<file path="src/rtl/mac_sequencer_pkg.sv">
// Shared types and defaults for the 4-tap MAC sequencer.
package mac_sequencer_pkg;

  typedef enum logic [1:0] {
    S_IDLE  = 2'b00,
    S_RUN   = 2'b01,
    S_LATCH = 2'b10
  } mac_seq_state_t;

  localparam int MAC_NTAPS = 4;

endpackage

</file>
<file path="src/rtl/mac_tap_counter.sv">
// Tap index counter: walks 0..NTAPS-1 while inc is high and flags the final tap.
module mac_tap_counter #(
  parameter int NTAPS = 4,
  parameter int SELW  = 2
) (
  input  logic            clk,
  input  logic            reset,
  input  logic            clear,
  input  logic            inc,
  output logic [SELW-1:0] tap,
  output logic            last
);

  localparam logic [SELW-1:0] LAST_TAP = SELW'(NTAPS - 1);

  logic [SELW-1:0] tap_reg;

  always_ff @(posedge clk) begin
    if (reset || clear) begin
      tap_reg <= '0;
    end else if (inc) begin
      tap_reg <= (tap_reg == LAST_TAP) ? '0 : tap_reg + SELW'(1);
    end
  end

  assign tap  = tap_reg;
  assign last = (tap_reg == LAST_TAP);

endmodule

</file>
<file path="src/rtl/mac_sequencer.sv">
// MAC datapath sequencer: accepts a sample, runs every tap once, then latches the
// result into the output register when the downstream slot is free.
module mac_sequencer
  import mac_sequencer_pkg::*;
#(
  parameter int NTAPS = MAC_NTAPS,
  parameter int SELW  = 2,
  parameter int CNTW  = 16
) (
  input  logic            clk,
  input  logic            reset,
  input  logic            in_valid,
  output logic            in_ready,
  output logic            loadSample,
  output logic [SELW-1:0] muxControl,
  output logic            accumEn,
  output logic            clearAccum,
  output logic            enData,
  output logic            out_valid,
  input  logic            out_ready,
  output logic            busy,
  output logic [CNTW-1:0] sample_count
);

  mac_seq_state_t  state_reg;
  logic            out_valid_reg;
  logic [CNTW-1:0] sample_count_reg;
  logic [SELW-1:0] tap;
  logic            tap_last;
  logic            in_run;

  assign in_run = (state_reg == S_RUN);

  mac_tap_counter #(
    .NTAPS(NTAPS),
    .SELW (SELW)
  ) u_tap_counter (
    .clk  (clk),
    .reset(reset),
    .clear(!in_run),
    .inc  (in_run),
    .tap  (tap),
    .last (tap_last)
  );

  // Strobes are forced low while reset is held so a sample in flight is abandoned cleanly.
  always_comb begin
    in_ready   = 1'b0;
    loadSample = 1'b0;
    muxControl = '0;
    accumEn    = 1'b0;
    clearAccum = 1'b0;
    enData     = 1'b0;
    if (!reset) begin
      case (state_reg)
        S_IDLE: begin
          in_ready   = 1'b1;
          loadSample = in_valid;
        end
        S_RUN: begin
          muxControl = tap;
          accumEn    = 1'b1;
          clearAccum = (tap == '0);
        end
        S_LATCH: begin
          enData = !out_valid_reg || out_ready;
        end
        default: ;
      endcase
    end
  end

  always_ff @(posedge clk) begin
    if (reset) begin
      state_reg        <= S_IDLE;
      out_valid_reg    <= 1'b0;
      sample_count_reg <= '0;
    end else begin
      case (state_reg)
        S_IDLE:  if (in_valid) state_reg <= S_RUN;
        S_RUN:   if (tap_last) state_reg <= S_LATCH;
        S_LATCH: if (enData) state_reg <= S_IDLE;
        default: state_reg <= S_IDLE;
      endcase

      // A fresh result replaces one being consumed in the same cycle, so no bubble.
      if (enData) begin
        out_valid_reg    <= 1'b1;
        sample_count_reg <= sample_count_reg + CNTW'(1);
      end else if (out_ready) begin
        out_valid_reg <= 1'b0;
      end
    end
  end

  assign out_valid    = out_valid_reg;
  assign sample_count = sample_count_reg;
  assign busy         = (state_reg != S_IDLE);

endmodule

</file>
<file path="config.mk">
export PLATFORM = sky130hd
export DESIGN_NAME = mac_sequencer
export DESIGN_NICKNAME = d
export VERILOG_FILES = /design/src/rtl/mac_sequencer_pkg.sv /design/src/rtl/mac_tap_counter.sv /design/src/rtl/mac_sequencer.sv
export SDC_FILE = /design/constraint.sdc
export NUM_CORES = 1
export LEC_CHECK = 0
export BUFFER_PORTS_ARGS = -buffer_cell sky130_fd_sc_hd__buf_2
export CORE_MARGIN = 5
export CORE_UTILIZATION = 30
export DETAILED_ROUTE_END_ITERATION = 10
export GPL_TIMING_DRIVEN = 0
export SYNTH_ARGS = -nofsm -noshare
export SYNTH_HDL_FRONTEND = slang
export SYNTH_HIERARCHICAL = 1
export SYNTH_SLANG_ARGS = --single-unit
</file>
<file path="constraint.sdc">
create_clock -name clk -period 3.3 [get_ports clk]
set_input_delay 0.66 -clock clk [delete_from_list [all_inputs] [get_ports clk]]
set_output_delay 0.66 -clock clk [all_outputs]
set_load 0.05 [all_outputs]
</file>
==> impl_metrics.toml <==
[run_status]
status = "complete, no violations"

[timing]
slew_violations = 0
final.setup.tns_ns = 0
fmax_mhz = 423
period_minus_slack_ns = 2.36
setup_viol = 0
final_hold_viol_count = 0
period_share = 0.716
maxSlewHeadroom = 0.653
setup_slack_ns = 0.938
rsz0062_at_grt = "no"
worstMarginPinSlew_ns = 0.521
skew_ns = 0.00130

[setup_path]
max_stage_delay_ns = 0.32
crit_type = "primary input to primary output"
worst_setup_path_end_kind = "primary output"
arrival_ns = 1.70
crit_required_ns = 2.64
cp_slowest_cell = "nor4_1"
path_cells = "buf_2 > clkbuf_1 > nor4_1 > buf_2"
start_kind = "primary input"
cp_common_cell = "buf_2"
crit_path_max_fanout = 10

[clocking]
cts_resized = 0
clk_pin_slew_ns = 0.11
htree_levels = 1
hold_buffers = 0
clk_latency_ns = 0.30
cts_buffers = 3
post_cts.repair.setup_buffers = 0
clk_path_buf_depth = 2
cts_sinks = 21
cts_root_buf = "clkbuf_4"
cts_tree = "built"

[place]
buffer_ports.inserted = 28
gp_congestion = 0.726
dp_hpwl_mm = 1.75
post-place-ws_ns = 0.933

[grt]
grt_max_degree = 12
antenna_found_initial = 0
grt_pass1_vias = 954
grt_pass1_wl_mm = 4.29
grt_usage = 0.107
gr-total-overflow = 0

[cells_and_area]
areaGrowthSynthToFinish_pct = 21.2
largest_reg_flops = 16
final_nets = 158
antenna_cells = 0
drive_gt1_frac = 0.265

[synth]
yosysMostFrequentCell = "dfxtp_1"
synth.area.top_cells = "dfxtp_1 40%, o31ai_1 5.0%, a21oi_1 4.3%"
ys_warn_count = 6
async_reset_ff_frac = 0
syn_nets = 125
ys_ff_latch = 21
yosysTopAreaCell = "dfxtp_1"
synth_area_sq_um = 1060
synth_edf_count = 0
yosys.area.top_type_share = 0.398
netlist_instances = 119
ys.flop_type = "dfxtp_1"
synth_cell_type_count = 34
ys_seq_area_frac = 0.398
synth.avg_cell_area_sq_um = 8.87
synth_commonest_cells = "21 x dfxtp_1, 10 x nor2_1, 9 x a21oi_1"

[pwr]
swShare = 0.249
seqPwrFrac = 0.618
switching_power_uw = 103
power_leakage_nw = 0.498
cellPowerDensity_nw_per_um2 = 324
vdd_drop_max_mv = 0.149
clkPwrFrac = 0.297
combPwrFrac = 0.085
finalPower_uw = 415
p_int_uw = 312

[die]
core_sq_um = 3360
initial_core_util = 0.314
pin_count = 29
num_rows = 21
die_area_sq_um = 4810
fp.dieW_microns = 69.3
die_h_microns = 69.3

[routing]
wl_per_cell_microns = 12.0
ant_nets = 0
drc_errors = 0
vias = 958
first_pass_iters = 4
wirelength_mm = 2.36
via_per_inst = 4.86
drtIter0Drc = 48

[hold_path]
hold_path_class = "flip-flop to flip-flop"

[job]
cap_violations = 0
[logic make-up after synthesis]
logic type / share of synthesized area
AND/OR/NAND/NOR: 0.327
AO/OA/AOI/OAI: 0.126
flip-flops: 0.398
buffers and inverters: 0.0486
XOR/XNOR: 0.0581
multiplexers: 0.0190
adder cells (fa/ha/maj): 0.0237
[power groups by stage]
stage / Combinational, mW / Sequential, mW / Clock, mW
3_3_place_gp: 0.0348 / 0.262 / 0
5_1_grt: 0.0382 / 0.257 / 0.139
6_report: 0.0351 / 0.257 / 0.123
2_1_floorplan: 0.0259 / 0.262 / 0
4_1_cts: 0.0355 / 0.257 / 0.128
3_5_place_dp: 0.0354 / 0.262 / 0
[placed cells by master, fill, tap and decap left out, drive strengths merged, types with 2 or more instances in the layout]
cell type  netlist  final
a21oi            9      9
clkbuf           2      6
nor3             4      4
o31ai            7      7
dfxtp           21     21
nand2b           3      3
inv              2      2
nand3            4      4
nand2            5      5
or3              4      4
xor2             2      2
or3b             2      2
ha               2      2
nand4            5      5
nor4             4      4
mux2i            2      2
or4              6      6
buf              5     33
xnor2            5      5
nor2b            3      3
nor2            10     10
and2             3      3
o21ai            3      3
[metal layers]
metal  GRT usage  up-vias  part of all wire
met5           0        -                 0
met1       0.127      428              0.47
met4      0.0456        0             0.015
li1            -      502                 -
met3      0.0232        4             0.051
met2       0.184       24              0.46
[cell type report]
class	instances	area, sq um
plain buffers	7	43.8
clock buffers	4	26.3
fillers	377	2080
inverters	2	7.51
multi-input cells	89	584
flip-flops and latches	21	420
well taps	46	57.6
repair buffers	28	140
[through the flow]
step	utilization	std cells	cell area [sq um]	hold WS [ns]
floorplan	-	119	1060	0.497
global placement	0.373	193	1250	0.465
detailed placement	0.373	193	1250	0.475
CTS	0.381	197	1280	0.492
global route	0.381	197	1280	0.531
finish	0.381	197	1280	0.488
[critical path: cells and delay by family]
| family | cells | cell delay, ns |
|---|---|---|
| buffers and inverters | 3 | 0.72 |
| and+or+nand+nor | 1 | 0.32 |
[worst paths after layout]
| kind | startpoint | end | slack (ns) | depth (start not counted) |
|---|---|---|---|---|
| worst max register to register | sample_count[0] | sample_count[14] | 1.36 | 6 |
| worst min register to register | sample_count[15] | sample_count[15] | 0.49 | 2 |
| worst max-delay path | reset | clearAccum | 0.94 | 4 |
| worst min-delay path | sample_count[15] | sample_count[15] | 0.49 | 2 |
Power figures use the tool's default switching activity.
